==> src/rtl/mips_defs.sv <==
// Shared MIPS constants: fetch address map, exception codes and the fetch FSM state type.
package mips_defs;

  localparam logic [31:0] RESET_PC   = 32'h0000_3000;
  localparam logic [31:0] HANDLER_PC = 32'h0000_4180;
  localparam logic [31:0] IM_LO      = 32'h0000_3000;
  localparam logic [31:0] IM_HI      = 32'h0000_6ffc;

  localparam logic [4:0] EXC_INT  = 5'd0;
  localparam logic [4:0] EXC_ADEL = 5'd4;
  localparam logic [4:0] EXC_ADES = 5'd5;
  localparam logic [4:0] EXC_SYS  = 5'd8;
  localparam logic [4:0] EXC_RI   = 5'd10;
  localparam logic [4:0] EXC_OV   = 5'd12;

  typedef enum logic [0:0] {
    RUN   = 1'b0,
    FLUSH = 1'b1
  } fetch_state_t;

endpackage

==> src/rtl/pc_addr_check.sv <==
// Combinational word-alignment and window check on an address; shared by fetch and data-side checkers.
module pc_addr_check
  import mips_defs::*;
#(
  parameter logic [31:0] LO       = IM_LO,
  parameter logic [31:0] HI       = IM_HI,
  parameter logic [4:0]  FAULT_CODE = EXC_ADEL
) (
  input  logic [31:0] i_addr,
  output logic [4:0]  o_exc_code
);

  logic w_misaligned;
  logic w_out_of_range;

  assign w_misaligned   = (i_addr[1:0] != 2'b00);
  assign w_out_of_range = (i_addr < LO) || (i_addr > HI);
  assign o_exc_code     = (w_misaligned || w_out_of_range) ? FAULT_CODE : EXC_INT;

endmodule

==> src/rtl/fetch_pc_unit.sv <==
// Architectural fetch PC: arbitrates exception entry, eret, stall and sequencing;
// squashes F for one cycle after a redirect and counts accepted fetches.
//
// state | meaning
// RUN   | normal fetch, F/D loads the fetched instruction
// FLUSH | cycle after exception/eret redirect; F/D loads a bubble
module fetch_pc_unit
  import mips_defs::*;
#(
  parameter logic [31:0] P_RESET_PC   = RESET_PC,
  parameter logic [31:0] P_HANDLER_PC = HANDLER_PC,
  parameter logic [31:0] P_IM_LO      = IM_LO,
  parameter logic [31:0] P_IM_HI      = IM_HI
) (
  input  logic        i_clk,
  input  logic        i_reset,
  input  logic [31:0] i_npc_in,
  input  logic        i_npc_redirect,
  input  logic        i_branch_d,
  input  logic        i_stall,
  input  logic        i_exc_req,
  input  logic        i_eret,
  input  logic [31:0] i_epc,
  output logic [31:0] o_pc,
  output logic [4:0]  o_exc_code,
  output logic        o_bd,
  output logic        o_flush_f,
  output logic [31:0] o_fetch_cnt
);

  fetch_state_t r_state;
  fetch_state_t w_state_nxt;
  logic [31:0]  r_pc;
  logic         r_bd;
  logic [31:0]  r_fetch_cnt;
  logic         w_redirect;
  logic         w_advance;
  logic         w_count;

  assign w_redirect = i_exc_req || i_eret;
  assign w_advance  = !w_redirect && !i_stall;
  // the bubble cycle loads a new pc but is not an accepted fetch
  assign w_count    = w_advance && (r_state == RUN);

  always_ff @(posedge i_clk) begin
    if (i_reset) r_state <= RUN;
    else         r_state <= w_state_nxt;
  end

  always_comb begin
    w_state_nxt = RUN;
    case (r_state)
      RUN:     if (w_redirect) w_state_nxt = FLUSH;
      FLUSH:   if (w_redirect) w_state_nxt = FLUSH;
      default: w_state_nxt = RUN;
    endcase
  end

  always_ff @(posedge i_clk) begin
    if (i_reset) begin
      r_pc        <= P_RESET_PC;
      r_bd        <= 1'b0;
      r_fetch_cnt <= 32'd0;
    end else begin
      if (i_exc_req) begin
        r_pc <= P_HANDLER_PC;
        r_bd <= 1'b0;
      end else if (i_eret) begin
        r_pc <= i_epc;
        r_bd <= 1'b0;
      end else if (w_advance) begin
        r_pc <= i_npc_in;
        r_bd <= i_branch_d;
      end
      if (w_count) r_fetch_cnt <= r_fetch_cnt + 32'd1;
    end
  end

  pc_addr_check #(
    .LO         (P_IM_LO),
    .HI         (P_IM_HI),
    .FAULT_CODE (EXC_ADEL)
  ) u_pc_addr_check (
    .i_addr     (r_pc),
    .o_exc_code (o_exc_code)
  );

  assign o_pc        = r_pc;
  assign o_bd        = r_bd;
  assign o_flush_f   = (r_state == FLUSH);
  assign o_fetch_cnt = r_fetch_cnt;

  // a non-redirecting NPC must present plain sequential pc+4
  a_npc_sequential : assert property (@(posedge i_clk) disable iff (i_reset)
    (!i_npc_redirect && !i_stall && !i_exc_req && !i_eret) |-> (i_npc_in == r_pc + 32'd4));

endmodule

==> config.mk <==
export PLATFORM = sky130hd
export DESIGN_NAME = fetch_pc_unit
export DESIGN_NICKNAME = d
export VERILOG_FILES = /design/src/rtl/mips_defs.sv /design/src/rtl/pc_addr_check.sv /design/src/rtl/fetch_pc_unit.sv
export SDC_FILE = /design/constraint.sdc
export NUM_CORES = 1
export LEC_CHECK = 0
export CORE_MARGIN = 2
export CORE_UTILIZATION = 38
export CTS_CLUSTER_DIAMETER = 150
export DETAILED_ROUTE_END_ITERATION = 8
export PLACE_DENSITY = 0.74
export SETUP_SLACK_MARGIN = 0.1
export SLEW_MARGIN = 10
export SYNTH_ARGS = -nofsm -noshare
export SYNTH_HDL_FRONTEND = slang
export SYNTH_SLANG_ARGS = --single-unit
==> constraint.sdc <==
create_clock -name i_clk -period 2.09 [get_ports i_clk]
set_input_delay 0.5225 -clock i_clk [delete_from_list [all_inputs] [get_ports i_clk]]
set_output_delay 0.5225 -clock i_clk [all_outputs]
set_load 0.005 [all_outputs]
==> results of run 1 <==
registers in the layout, summed over array words and instances (netlist names):
name         cells
o_fetch_cnt     32
o_bd             1
o_pc            32
o_flush_f        1
per-layer routing:
layer  vias up  global-route usage [%]
li1       1563                       -
met1      1451                    24.1
met2        90                    33.1
met3        12                    3.83
met4         0                    8.70
met5         -                       0
timing repair:
action	in CTS	in global routing
buffers inserted	5	0
pin swaps	6	8
gates cloned	0	1
hold buffers	0	0
resized for setup	12	20
endpoints found under the setup margin	22	9
tightest hold or removal path, cell delays in order (launching register included):
cell and delay (ns):
dfxtp_1 0.31, nor2_1 0.09, a211oi_1 0.05
area by class of cell:
class / count / area [um2]
clock buffer: 13 / 169
clock inverter: 2 / 35.0
fill: 678 / 2820
inverter: 6 / 22.5
multi-input combinational: 251 / 1750
sequential: 66 / 1330
tap: 102 / 128
timing repair buffer: 160 / 1550
placed cells by master, fill, tap and decap left out, types with 5 or more instances in the layout:
cell type and instances:
a211oi_1 27, a21oi_1 22, buf_4 22, clkbuf_8 12, clkdlybuf4s50_1 132, dfxtp_1 56, dfxtp_2 10, inv_1 6
mux2_2 6, mux2i_1 34, nand2_1 11, nand3_1 11, nand4_1 9, nor2_1 40, o21ai_0 10, o31ai_1 12
or3_1 8, or4_1 11, xor2_1 5
report_power, final:
group          internal (mW)  switching [mW]
registers               1.30          0.0305
clock network          0.641           0.467
logic                  0.268           0.160
total                   2.20           0.658
path summary, 6_finish.rpt:
path | to | slack, ns | cells after the start
setup / recovery | o_exc_code[2] | 0.07 | 5
setup reg to reg | o_fetch_cnt[26] | 0.16 | 4
hold reg to reg | o_pc[5] | 0.50 | 2
hold / removal | o_pc[5] | 0.50 | 2
through the flow:
| step | cell area (um2) | instances |
|---|---|---|
| after CTS | 4920 | 599 |
| after global placement | 4660 | 579 |
| after global routing | 4990 | 600 |
| final | 4990 | 600 |
| after floorplan | 3130 | 349 |
| after detailed placement | 4660 | 579 |
cells by family after synthesis:
group                    count (synthesis)  synth area share [%]
XOR/XNOR                                 8                  2.26
multiplexers                            40                  13.1
AO/OA/AOI/OAI                           77                  15.9
AND/OR/NAND/NOR                        120                  20.8
other                                    1                 0.121
flip-flops                              66                  42.6
adder cells (fa/ha/maj)                  1                 0.403
buffers and inverters                   33                  4.80
==> impl_metrics.ini, run 1 <==
[yosys]
synth_edf_count = 0
synthCells = 346
synthFlopType = dfxtp_1
ys_ff_latch = 66
synth_top_cell_area_share_pct = 42.6
synth.top_cells.by_count = 66 x dfxtp_1, 40 x nor2_1, 34 x mux2i_1
yosysWarnings = 0
postSynthAreaPerCell_um2 = 8.97
yosysSeqAreaShare_pct = 42.6
synth_area_leaders = dfxtp_1 43%, mux2i_1 11%, a211oi_1 6.5%
ys_types = 34
yosys.area.top_type = dfxtp_1
syn_area_um2 = 3100
yosysMostFrequentCell = dfxtp_1
ys_async_sr_fraction_pct = 0

[critical_path]
crit_chain = nor4_4, nand2_2, nor4_4, nand4_1, buf_2
crit_path_start = o_pc[28]
crit_path_frequent_cell = nor4_4
path_delay_family = simple AND/OR/NAND/NOR gates
critical_path.slowest_cell = dfxtp_2
startpoint_type = register
path_buf_inv = 1
path_class = reg2out
cp_data_required_time_ns = 1.57
worst_ep_arrival_time_ns = 1.50
crit_path_max_incr_delay_ns = 0.34
path_max_fanout = 2
end_kind = primary output
crit-reg2reg-launch = o_fetch_cnt[19]

[place]
port_buffers = 136
hpwl_um = 6440
place_ws_ns = -0.379
place_congestion = 0.758

[floorplanning]
dieArea_um2 = 8910
die_w_um = 94.4
initial_core_util_pct = 39.8
die_y_um = 94.4
row_count = 32
pin_count = 142
coreArea_um2 = 7810

[routing]
wl_met2_um = 4600
dr.pass1.iters = 4
wl_met1_um = 3910
routed-wl-met3_um = 449
vias = 3116
vias_per_cell = 5.19
dr.first_iter.drc_count = 98
dr.max_layer_used = met4
drc = 0
antenna_left = 0
drt_wl_total_um = 9110
wl_per_cell_um = 15.2

[power]
total_power_mw = 2.86
leakage_nw = 1.86
power_density_nw_per_um2 = 574
peakVddDrop_mv = 0.301

[clock_tree]
ctsRootBufferMaster = clkbuf_8
ctsHtreeMaxLevel = 3
tritoncts = done
cts_buffers = 9
clkSlewWorstSetupHoldPaths_ns = 0.07
cts_buffer_depth = 2
clock_latency_ns = 0.34
cts.sinks = 66

[grt]
grt_max_degree = 43
gr-total-overflow = 0
grt.total_usage_pct = 19.5
antenna_found_initial = 0
grt_pass1_vias = 2850
grt_pass1_wl_um = 13600

[sta]
worst_slew_pin_slew_ns = 0.572
setup_slack_ns = 0.0658
slew_violations = 0
finalCriticalPeriod_ns = 2.02
hold_slack_ns = 0.497
fin_setup_tns_ns = 0
fmaxAchievable_ghz = 0.494
fin_skew_ns = 0.00839
hold_viol = 0
finalSetupViolCount = 0
rsz0062_at_grt = true
slew-limit-headroom_pct = 61.9
fin_crit_sh_pct = 96.9

[layout]
nets = 566
num_antenna_cells = 0
area_growth_pct = 60.7
drive_above_1_share_pct = 15.1
fin_util_pct = 63.9

[min_path]
hp-class = reg2reg
min_from = o_pc[5]

[status]
status = finished, final reports clean

[flow_run]
maxCapViolCount = 0
No activity file was read; power rests on OpenSTA's default activity.
==> run 2, diff against run 1 <==
--- a/config.mk
+++ b/config.mk
@@ -5,7 +5,7 @@
 export SDC_FILE = /design/constraint.sdc
 export NUM_CORES = 1
 export LEC_CHECK = 0
-export CORE_MARGIN = 2
+export CORE_MARGIN = 8
 export CORE_UTILIZATION = 38
 export CTS_CLUSTER_DIAMETER = 150
 export DETAILED_ROUTE_END_ITERATION = 8
==> impl_metrics.ini, run 2 (synthesis results as in run 1) <==
[critical_path]
startpoint_type = register
r2r-end = o_fetch_cnt[24]
end_kind = primary output
worst_ep_arrival_time_ns = 1.51
path_max_fanout = 2
critical_path.slowest_cell = dfxtp_2
r2r_slack_ns = 0.17
crit_path_max_incr_delay_ns = 0.33
path_delay_family = simple AND/OR/NAND/NOR gates
path_class = reg2out
path_buf_inv = 1
cp_data_required_time_ns = 1.57
crit_chain = nor4_4, nand2_1, nor4_1, nand4_1, buf_2
r2r_cells = 4
crit-reg2reg-launch = o_fetch_cnt[17]

[clock_tree]
cts_buffers = 9
tritoncts = done
clock_latency_ns = 0.34
ctsHtreeMaxLevel = 3
ctsRootBufferMaster = clkbuf_8
clkSlewWorstSetupHoldPaths_ns = 0.07
cts.sinks = 66
cts_buffer_depth = 2

[min_path]
holdPathStages = 2
hp-class = reg2reg
hold_path_end = o_pc[2]
min_from = o_pc[2]

[layout]
drive_above_1_share_pct = 13.9
nets = 564
fin_util_pct = 61.1
layout_common_cells = 132 x clkdlybuf4s50_1, 53 x dfxtp_1, 40 x nor2_1
layout_commonest_cell = clkdlybuf4s50_1
area_growth_pct = 58.5
final.fill_count = 721
num_antenna_cells = 0

[sta]
worst_slew_pin_slew_ns = 0.537
slew_violations = 0
rsz0062_at_grt = true
slew-limit-headroom_pct = 64.2
fin_crit_sh_pct = 97.2
hold_slack_ns = 0.501
fin_setup_tns_ns = 0
hold_viol = 0
finalSetupViolCount = 0
finalCriticalPeriod_ns = 2.03
fmaxAchievable_ghz = 0.492
fin_skew_ns = 0.00980

[status]
status = finished, final reports clean

[grt]
grt.total_usage_pct = 17.0
grt_pass1_wl_um = 15600
gr-total-overflow = 0
antenna_found_initial = 0
grt_pass1_vias = 3109
grt_max_degree = 55

[floorplanning]
pin_count = 142
initial_core_util_pct = 38.6
die_y_um = 106
die_w_um = 106
dieArea_um2 = 11300
coreArea_um2 = 8050
row_count = 33

[routing]
drt_wl_total_um = 10100
dr.first_iter.drc_count = 100
dr.pass1.iters = 4
drc = 0
antenna_left = 0
wl_per_cell_um = 16.8
vias_per_cell = 5.28
vias = 3168

[power]
total_power_mw = 2.81
leakage_nw = 1.83
peakVddDrop_mv = 0.329
power_density_nw_per_um2 = 570

[place]
hpwl_um = 7550
place_congestion = 0.763
port_buffers = 136

[flow_run]
maxCapViolCount = 0
run 2: final cells by class:
| class | count | area [um2] | area share (%) |
|---|---|---|---|
| clock inverters | 3 | 40.0 | 0.814 |
| well taps | 105 | 131 | 2.67 |
| repair buffers | 158 | 1530 | 31.0 |
| inverters | 6 | 22.5 | 0.458 |
| clock buffers | 11 | 151 | 3.08 |
| multi-input cells | 251 | 1710 | 34.7 |
| flip-flops and latches | 66 | 1340 | 27.3 |
run 2: layer usage:
metal / vias to the layer above / GRT usage [%] / part of all wire (%) / routed length [um]
met1: 1488 / 18.2 / 38 / 3870
met4: 0 / 5.73 / 1.9 / 195
met5: - / 0 / 0 / 0
li1: 1567 / - / - / -
met3: 17 / 5.44 / 6.5 / 651
met2: 96 / 30.7 / 53 / 5350
run 2: timing repair:
action | in CTS | in global routing
setup endpoints to repair | 15 | 10
resized for setup | 9 | 18
hold buffers | 0 | 0
pin swaps | 6 | 7
gates cloned | 0 | 1
setup buffers | 1 | 0
run 2: through the flow:
step | worst slack (ns) | area [um2] | cells
floorplan | 0.103 | 3130 | 349
global placement | -0.315 | 4670 | 584
detailed placement | -0.343 | 4670 | 584
CTS | -0.0604 | 4870 | 599
global route | -0.0147 | 4920 | 600
finish | 0.0595 | 4920 | 600
run 2: how the worst max path moves through the flow:
stage / start / to / slack [ns] / depth (start not counted)
3_5_place_dp: i_stall / o_fetch_cnt[31] / -0.34 / 6
3_3_place_gp: i_stall / o_fetch_cnt[31] / -0.31 / 6
6_report: o_pc[17] / o_exc_code[2] / 0.06 / 5
4_1_cts: o_pc[28] / o_exc_code[2] / -0.06 / 5
5_1_grt: o_pc[17] / o_exc_code[2] / -0.01 / 5
2_1_floorplan: i_stall / o_fetch_cnt[31] / 0.10 / 6
run 2: worst reg2reg max path, cell delays in order, from the launching register on:
cell     delay, ns
dfxtp_2       0.38
nand4_2       0.19
or4_4         0.63
or4_1         0.50
a21oi_1       0.15
run 2: power breakdown:
part	switching, mW	total, mW	internal (mW)
Clock	0.460	1.06	0.598
Combinational	0.165	0.426	0.261
Sequential	0.0280	1.32	1.29
==> run 3, diff against run 2 <==
--- a/config.mk
+++ b/config.mk
@@ -6,10 +6,10 @@
 export NUM_CORES = 1
 export LEC_CHECK = 0
 export CORE_MARGIN = 8
-export CORE_UTILIZATION = 38
+export CORE_UTILIZATION = 45
 export CTS_CLUSTER_DIAMETER = 150
 export DETAILED_ROUTE_END_ITERATION = 8
-export PLACE_DENSITY = 0.74
+export PLACE_DENSITY = 0.83
 export SETUP_SLACK_MARGIN = 0.1
 export SLEW_MARGIN = 10
 export SYNTH_ARGS = -nofsm -noshare
==> constraint.sdc (replaced) <==
create_clock -name i_clk -period 2.4 [get_ports i_clk]
set_input_delay 0.6 -clock i_clk [delete_from_list [all_inputs] [get_ports i_clk]]
set_output_delay 0.6 -clock i_clk [all_outputs]
set_load 0.005 [all_outputs]
==> impl_metrics.ini, run 3 (synthesis results as in run 1) <==
[critical_path]
path_max_fanout = 3
end_kind = primary output
crit_path_max_incr_delay_ns = 0.35
critical_path.slowest_cell = dfxtp_1
cp_data_required_time_ns = 1.80
startpoint_type = register
crit-reg2reg-launch = o_fetch_cnt[15]
worst_ep_arrival_time_ns = 1.59
path_buf_inv = 1
crit_path_start = o_pc[31]
path_class = reg2out
crit_chain = nor4_2, nand2_1, nor4_4, nand4_1, buf_2
path_delay_family = simple AND/OR/NAND/NOR gates

[clock_tree]
postCtsSetupRepairBufs = 0
cts_buffer_depth = 2
cts.sinks = 66
ctsRootBufferMaster = clkbuf_8
tritoncts = done
cts_buffers = 9
ctsHtreeMaxLevel = 3
clock_latency_ns = 0.33
clkSlewWorstSetupHoldPaths_ns = 0.06

[sta]
slew-limit-headroom_pct = 63.7
slew_violations = 0
hold_slack_ns = 0.486
finalSetupViolCount = 0
hold_viol = 0
fin_crit_sh_pct = 91.2
fin_skew_ns = 0.00606
finalCriticalPeriod_ns = 2.19
rsz0062_at_grt = false
fmaxAchievable_ghz = 0.457
setup_slack_ns = 0.210
worst_slew_pin_slew_ns = 0.544

[layout]
register_area_um2 = 1320
final.fill_count = 549
layout_commonest_cell = clkdlybuf4s50_1
nets = 554
layout_common_cells = 134 x clkdlybuf4s50_1, 66 x dfxtp_1, 40 x nor2_1
fin_area_um2 = 4740
area_growth_pct = 52.6
num_antenna_cells = 0
drive_above_1_share_pct = 8.70
multi_input_area_um2 = 1680

[grt]
grt_pass1_wl_um = 15600
grt.total_usage_pct = 19.5
grt_max_degree = 55
antenna_found_initial = 0
grt_pass1_vias = 3153
gr-total-overflow = 0

[place]
placed_area_um2 = 4570
place_ws_ns = -0.0112
port_buffers = 136
hpwl_um = 7210
place_congestion = 0.772

[floorplanning]
die_y_um = 99.1
die_w_um = 99.1
pin_count = 142
dieArea_um2 = 9810
row_count = 30
initial_core_util_pct = 46.2
coreArea_um2 = 6720

[routing]
dr.pass1.iters = 4
wl_met1_um = 3970
wl_met2_um = 5070
routed-wl-met3_um = 609
drt_wl_total_um = 9770
wl_per_cell_um = 17.4
vias = 3138
dr.first_iter.drc_count = 126
drc = 0
vias_per_cell = 5.57
antenna_left = 0
dr.max_layer_used = met4

[min_path]
min_from = o_fetch_cnt[31]
hp-class = reg2reg

[status]
status = finished, final reports clean

[power]
power_density_nw_per_um2 = 480
leakage_nw = 1.75
peakVddDrop_mv = 0.263

[flow_run]
maxCapViolCount = 0
run 3: final timing paths:
check / cells past startpoint / to / slack, ns
worst max-delay path: 5 / o_exc_code[2] / 0.21
worst min-delay path: 2 / o_fetch_cnt[31] / 0.49
worst max register to register: 4 / o_fetch_cnt[31] / 0.35
worst min register to register: 2 / o_fetch_cnt[31] / 0.49
run 3: layout make-up:
type | instances | area share [%]
well taps | 80 | 2.11
clock inverters | 1 | 0.106
flip-flops and latches | 66 | 27.9
clock buffers | 11 | 2.99
repair buffers | 149 | 30.9
multi-input cells | 250 | 35.6
inverters | 6 | 0.476
run 3: timing repair:
action,4_1_cts,5_1_grt
gates resized for setup,6,2
setup endpoints to repair,1,1
pin swaps,3,1
hold buffers,0,0
run 3: routing by layer:
layer | vias to the layer above | GRT usage, %
li1 | 1540 | -
met1 | 1486 | 21.8
met2 | 101 | 34.4
met3 | 11 | 5.29
met4 | 0 | 7.45
met5 | - | 0
run 3: power by group:
part	total [mW]	internal, mW	switching [mW]
clock	0.751	0.378	0.372
sequential	1.16	1.13	0.0270
combinational	0.366	0.224	0.142
total	2.27	1.73	0.541
run 3: through the flow:
stage               total power, mW  utilization, %  setup TNS (ns)  instances
finish                         2.27            70.5               0        563
global route                   2.36            70.5               0        563
CTS                            2.28            70.3               0        563
floorplan                      1.32               -               0        349
detailed placement             1.54            68.0         -0.0112        551
global placement               1.53            68.0               0        551
run 3: worst min-delay path, stage by stage, from the launching register on:
cell and delay, ns:
dfxtp_1 0.32, o31ai_1 0.06, a21oi_1 0.06
==> variant 1, RTL diff (config.mk and constraints of run 3) <==
Register the output `o_fetch_cnt` once more, with the module's reset; this adds one clock of latency there. The other outputs are not delayed to match.
--- a/src/rtl/fetch_pc_unit.sv
+++ b/src/rtl/fetch_pc_unit.sv
@@ -88,7 +88,13 @@
   assign o_pc        = r_pc;
   assign o_bd        = r_bd;
   assign o_flush_f   = (r_state == FLUSH);
-  assign o_fetch_cnt = r_fetch_cnt;
+  always_ff @(posedge i_clk) begin
+    if (i_reset) begin
+      o_fetch_cnt <= '0;
+    end else begin
+      o_fetch_cnt <= r_fetch_cnt;
+    end
+  end
 
   // a non-redirecting NPC must present plain sequential pc+4
   a_npc_sequential : assert property (@(posedge i_clk) disable iff (i_reset)
Behaviour: not the same (Yosys sat finds a counterexample within 4 cycles, from zero or initial values and one cycle with i_reset high).
==> variant 1 against run 3 <==
Total power is 51% higher. Synthesized area is 28% higher. Routed wire length increased by 6.4%. Clock power is 82% higher. Sequential cell count increased by 32. Setup slack improved by 0.0039 ns. Cell area is 21% higher. Via count is 7.0% higher. Critical path type unchanged. Largest power group unchanged.
==> variant 1: results (changes against run 3) <==
stage	metric	value	unit	change
synth	Seq/Total Area, Yosys	49.5	%	+6.9 points
routing	Starting DRT DRC Count	106		-16%
final_layout	Layout Cells excl Fill	652		+16%
synth	Synth Area in XOR/XNOR	1.55	%	-0.71 points
power_and_ir_drop	Lkg Pwr	2.23	nW	+28%
placed_design	Setup WS pre-CTS	-0.149	ns	-0.138 ns
synth	Synth area leaders	dfxtp_1 49%, mux2i_1 8.6%, nor2_1 5.8%		
placed_design	gpl congestion	0.778		+0.78%
synth	Synth cell types	39		+15%
synth	Compound-Gate Fraction of Synth Area	8.49	%	-7.4 points
placed_design	Cells after DPL	636		+15%
routing	routed vias/inst	5.15		-7.6%
final_layout	share of cells above drive strength 1	11.8	%	+3.1 points
power_and_ir_drop	worst vdd ir	0.000330	V	+26%
clock_network	Clock Latency Late Sink	0.36	ns	+0.03 ns
routing	routed wire length	10400	um	+6.4%
run_status	status	complete, no violations		
timing	headroom to the max-slew limit	62.2	%	-1.5 points
final_layout	Final #Nets	612		+10%
power_and_ir_drop	Int Power	2.69	mW	+55%
synth	Post-Synth Adder-Cell Area	0.315	%	-0.088 points
grt	global-route wire length before repair	16100	um	+3.2%
placed_design	post-DP HPWL	7930	um	+9.9%
placed_design	placed inst area	0.00542	mm^2	+19%
final_layout	fillers	704		+28%
synth	mean post-synth cell area	9.75	um^2	+8.6%
grt	vias in the first global route	3377		+7.1%
grt	gr usage total	16.8	%	-2.7 points
clock_network	Clock Pin Slew Worst Setup and Hold Paths	0.09	ns	+0.03 ns
-- variant 1: cell count changes in the layout (fill, tap and decap cells not counted), sizes merged, moves of 14 or more --
| cell | run 3 | this run |
|---|---|---|
| dfxtp | 66 | 98 |
| nor2b | 3 | 25 |
| nor2 | 40 | 61 |
| a21oi | 24 | 10 |
| mux2 | 6 | 20 |
-- variant 1: cell type report --
class	count	area [um^2]	share of cell area [%]
flip-flops and latches	98	1970	34.3
multi-input cells	275	1890	33.0
repair buffers	148	1450	25.3
clock inverters	6	138	2.40
well taps	108	135	2.36
clock buffers	9	124	2.16
inverters	8	30.0	0.524
-- variant 1: cells by family (layout without fill, tap and decap cells) --
logic type | count (synthesis) | in the layout
AOI/OAI and AO/OA | 51 | 51
other | 1 | 4
buffers and inverters | 37 | 171
xor gates and xnor gates | 7 | 7
muxes | 54 | 54
and+or+nand+nor | 158 | 158
DFF | 98 | 98
adders and majority gates | 1 | 1
-- variant 1: final timing paths --
| check | start | slack [ns] | depth (start not counted) | end |
|---|---|---|---|---|
| worst max-delay path | o_pc[19]$_SDFFE_PP0P_ | 0.21 | 5 | o_exc_code[2] |
| worst min-delay path | r_fetch_cnt[13]$_SDFFE_PP0P_ | 0.50 | 1 | o_fetch_cnt[13]$_SDFF_PP0_ |
| worst max register to register | r_fetch_cnt[3]$_SDFFE_PP0P_ | 0.45 | 4 | r_fetch_cnt[28]$_SDFFE_PP0P_ |
| worst min register to register | r_fetch_cnt[13]$_SDFFE_PP0P_ | 0.50 | 1 | o_fetch_cnt[13]$_SDFF_PP0_ |
-- variant 1: worst register-to-register path: stages (launching register included) --
cell and delay [ns]:
dfxtp_1 0.45, and4_1 0.36, nand4_4 0.28, nor4_1 0.39, mux2_2 0.37
-- variant 1: repair_timing --
action / in CTS / in global routing
resized for setup: 12 / 1
pin swaps: 5 / 2
buffers inserted: 1 / 0
endpoints found under the setup margin: 1 / 1
-- variant 1: per-layer routing --
layer  track usage [%]  part of all wire [%]  vias to the layer above
li1                  -                     -                     1685
met1              18.8                    40                     1578
met2              30.3                    54                       75
met3              2.75                   4.3                       19
met4              7.81                   2.0                        0
met5                 0                     0                        -
-- variant 1: power by group through the flow --
stage / logic [mW] / clock network [mW] / registers, mW
6_report: 0.379 / 1.37 / 1.69
3_5_place_dp: 0.374 / 0 / 1.72
3_3_place_gp: 0.364 / 0 / 1.72
5_1_grt: 0.410 / 1.45 / 1.69
4_1_cts: 0.381 / 1.39 / 1.69
2_1_floorplan: 0.155 / 0 / 1.72
==> variant 2, RTL diff (flow settings as in run 3) <==
Made on the original files. Make the reset (`i_reset`) asynchronous in 2 clocked blocks.
--- a/src/rtl/fetch_pc_unit.sv
+++ b/src/rtl/fetch_pc_unit.sv
@@ -42,7 +42,7 @@
   // the bubble cycle loads a new pc but is not an accepted fetch
   assign w_count    = w_advance && (r_state == RUN);
 
-  always_ff @(posedge i_clk) begin
+  always_ff @(posedge i_clk or posedge i_reset) begin
     if (i_reset) r_state <= RUN;
     else         r_state <= w_state_nxt;
   end
@@ -56,7 +56,7 @@
     endcase
   end
 
-  always_ff @(posedge i_clk) begin
+  always_ff @(posedge i_clk or posedge i_reset) begin
     if (i_reset) begin
       r_pc        <= P_RESET_PC;
       r_bd        <= 1'b0;
Function: differs if i_reset is asserted again (counterexample within 4 cycles, from zero or initial values and one cycle with i_reset high); with i_reset held inactive, the same outputs for 10 cycles.
==> variant 2 against run 3 <==
Utilization down 0.36 points. Synthesized area up 5.5%. Clock power rose by 23%. Maximum frequency is 2.0% lower. Count of clock-buffer cells in the layout grew 1. Sequential cell count stayed put. Routed wire length fell by 4.2%. Critical path depth increased by 1. Cell count rose by 2.7%. First-iteration DRC count grew 12%. Clock skew increased by 0.0024 ns. Setup slack got worse by 0.045 ns. Total power increased by 17%. Cell area up 5.7%. Largest cell class is now sequential cells. Largest power group unchanged. Highest routed layer unchanged.
==> variant 2: results (changes against run 3) <==
stage	metric	value	unit	change
final_layout	fillers	555		+1.1%
grt	met1 GRT Util	21.4	%	-0.46 points
routing	routed wire length	9370	um	-4.2%
power_and_ir_drop	switching part of the total	25.1	%	+1.3 points
synth	Seq/Total Area, Yosys	50.5	%	+7.9 points
worst_setup_path	data arrival time of the critical path	2.51	ns	+0.92 ns
synth	Synth cell types	29		-15%
power_and_ir_drop	Lkg Pwr	2.18	nW	+25%
timing	Worst-Margin Slew	0.678	ns	+0.133 ns
placed_design	Setup WS pre-CTS	-0.223	ns	-0.212 ns
synth	Synth area leaders	dfrtp_1 49%, mux2i_1 10%, nor2_1 7.3%		
final_layout	register area	0.00165	mm^2	+25%
final_layout	clkbuf count	12		+1
grt	gr usage total	18.8	%	-0.65 points
worst_setup_path	CP Max Fanout	5		+2
run_status	status	complete, no violations		
routing	Starting DRT DRC Count	141		+12%
grt	met2 Resource Use GR	29.0	%	-5.3 points
routing	WL/cell	16.2	um	-6.6%
routing	routed vias/inst	5.13		-8.0%
timing	skew final	0.00843	ns	+0.00238 ns
grt	largest net degree at the start of global routing	62		+13%
final_layout	multi-input combinational area share	30.5	%	-5.1 points
synth	predominant post-synthesis flop cell	dfrtp_1		
routing	met3 WL post-DR	1120	um	+84%
placed_design	post-DP HPWL	7200	um	-0.25%
-- variant 2: changes by cell type after synthesis, sizes merged, moves of 5 or more --
cell	delta
o21ai	-10
or4	-12
dfrtp	+64
a211oi	-27
buf	-8
or3	-6
nand4	+8
xnor2	+20
a21oi	+5
nor2	+24
nor3	+5
o31ai	-13
dfxtp	-66
-- variant 2: worst paths after layout --
check	slack, ns	from	cells past startpoint	to
setup / recovery	0.17	i_exc_req	6	o_fetch_cnt[12]$_DFFE_PP0P_
hold / removal	0.49	o_fetch_cnt[31]$_DFFE_PP0P_	1	o_fetch_cnt[31]$_DFFE_PP0P_
setup reg to reg	0.37	o_flush_f$_DFF_PP0_	5	o_fetch_cnt[12]$_DFFE_PP0P_
hold reg to reg	0.49	o_fetch_cnt[31]$_DFFE_PP0P_	1	o_fetch_cnt[31]$_DFFE_PP0P_
max in group asynchronous	1.16	i_reset	3	o_bd$_DFFE_PP0P_
min in group asynchronous	0.60	i_reset	2	o_fetch_cnt[16]$_DFFE_PP0P_
-- variant 2: timing repair --
action                                  in CTS  in global routing
resized for setup                            6                  2
endpoints found under the hold margin        0                  0
buffers inserted                             3                  1
pin swaps                                    2                  5
endpoints found under the setup margin       1                  8
-- variant 2: stage by stage --
stage	power, mW	instance area (um^2)	utilization [%]	hold slack, ns
global placement	1.74	4760	66.7	0.464
CTS	2.69	4990	69.9	0.491
floorplan	1.46	3300	-	0.462
detailed placement	1.76	4760	66.7	0.479
finish	2.66	5000	70.1	0.487
global route	2.78	5000	70.1	0.507
-- variant 2: cell families after synthesis --
logic type,count (synthesis)
AND/OR/NAND/NOR,138
buffers and inverters,25
adder cells (fa/ha/maj),1
AO/OA/AOI/OAI,29
other,1
flip-flops,66
multiplexers,36
XOR/XNOR,32
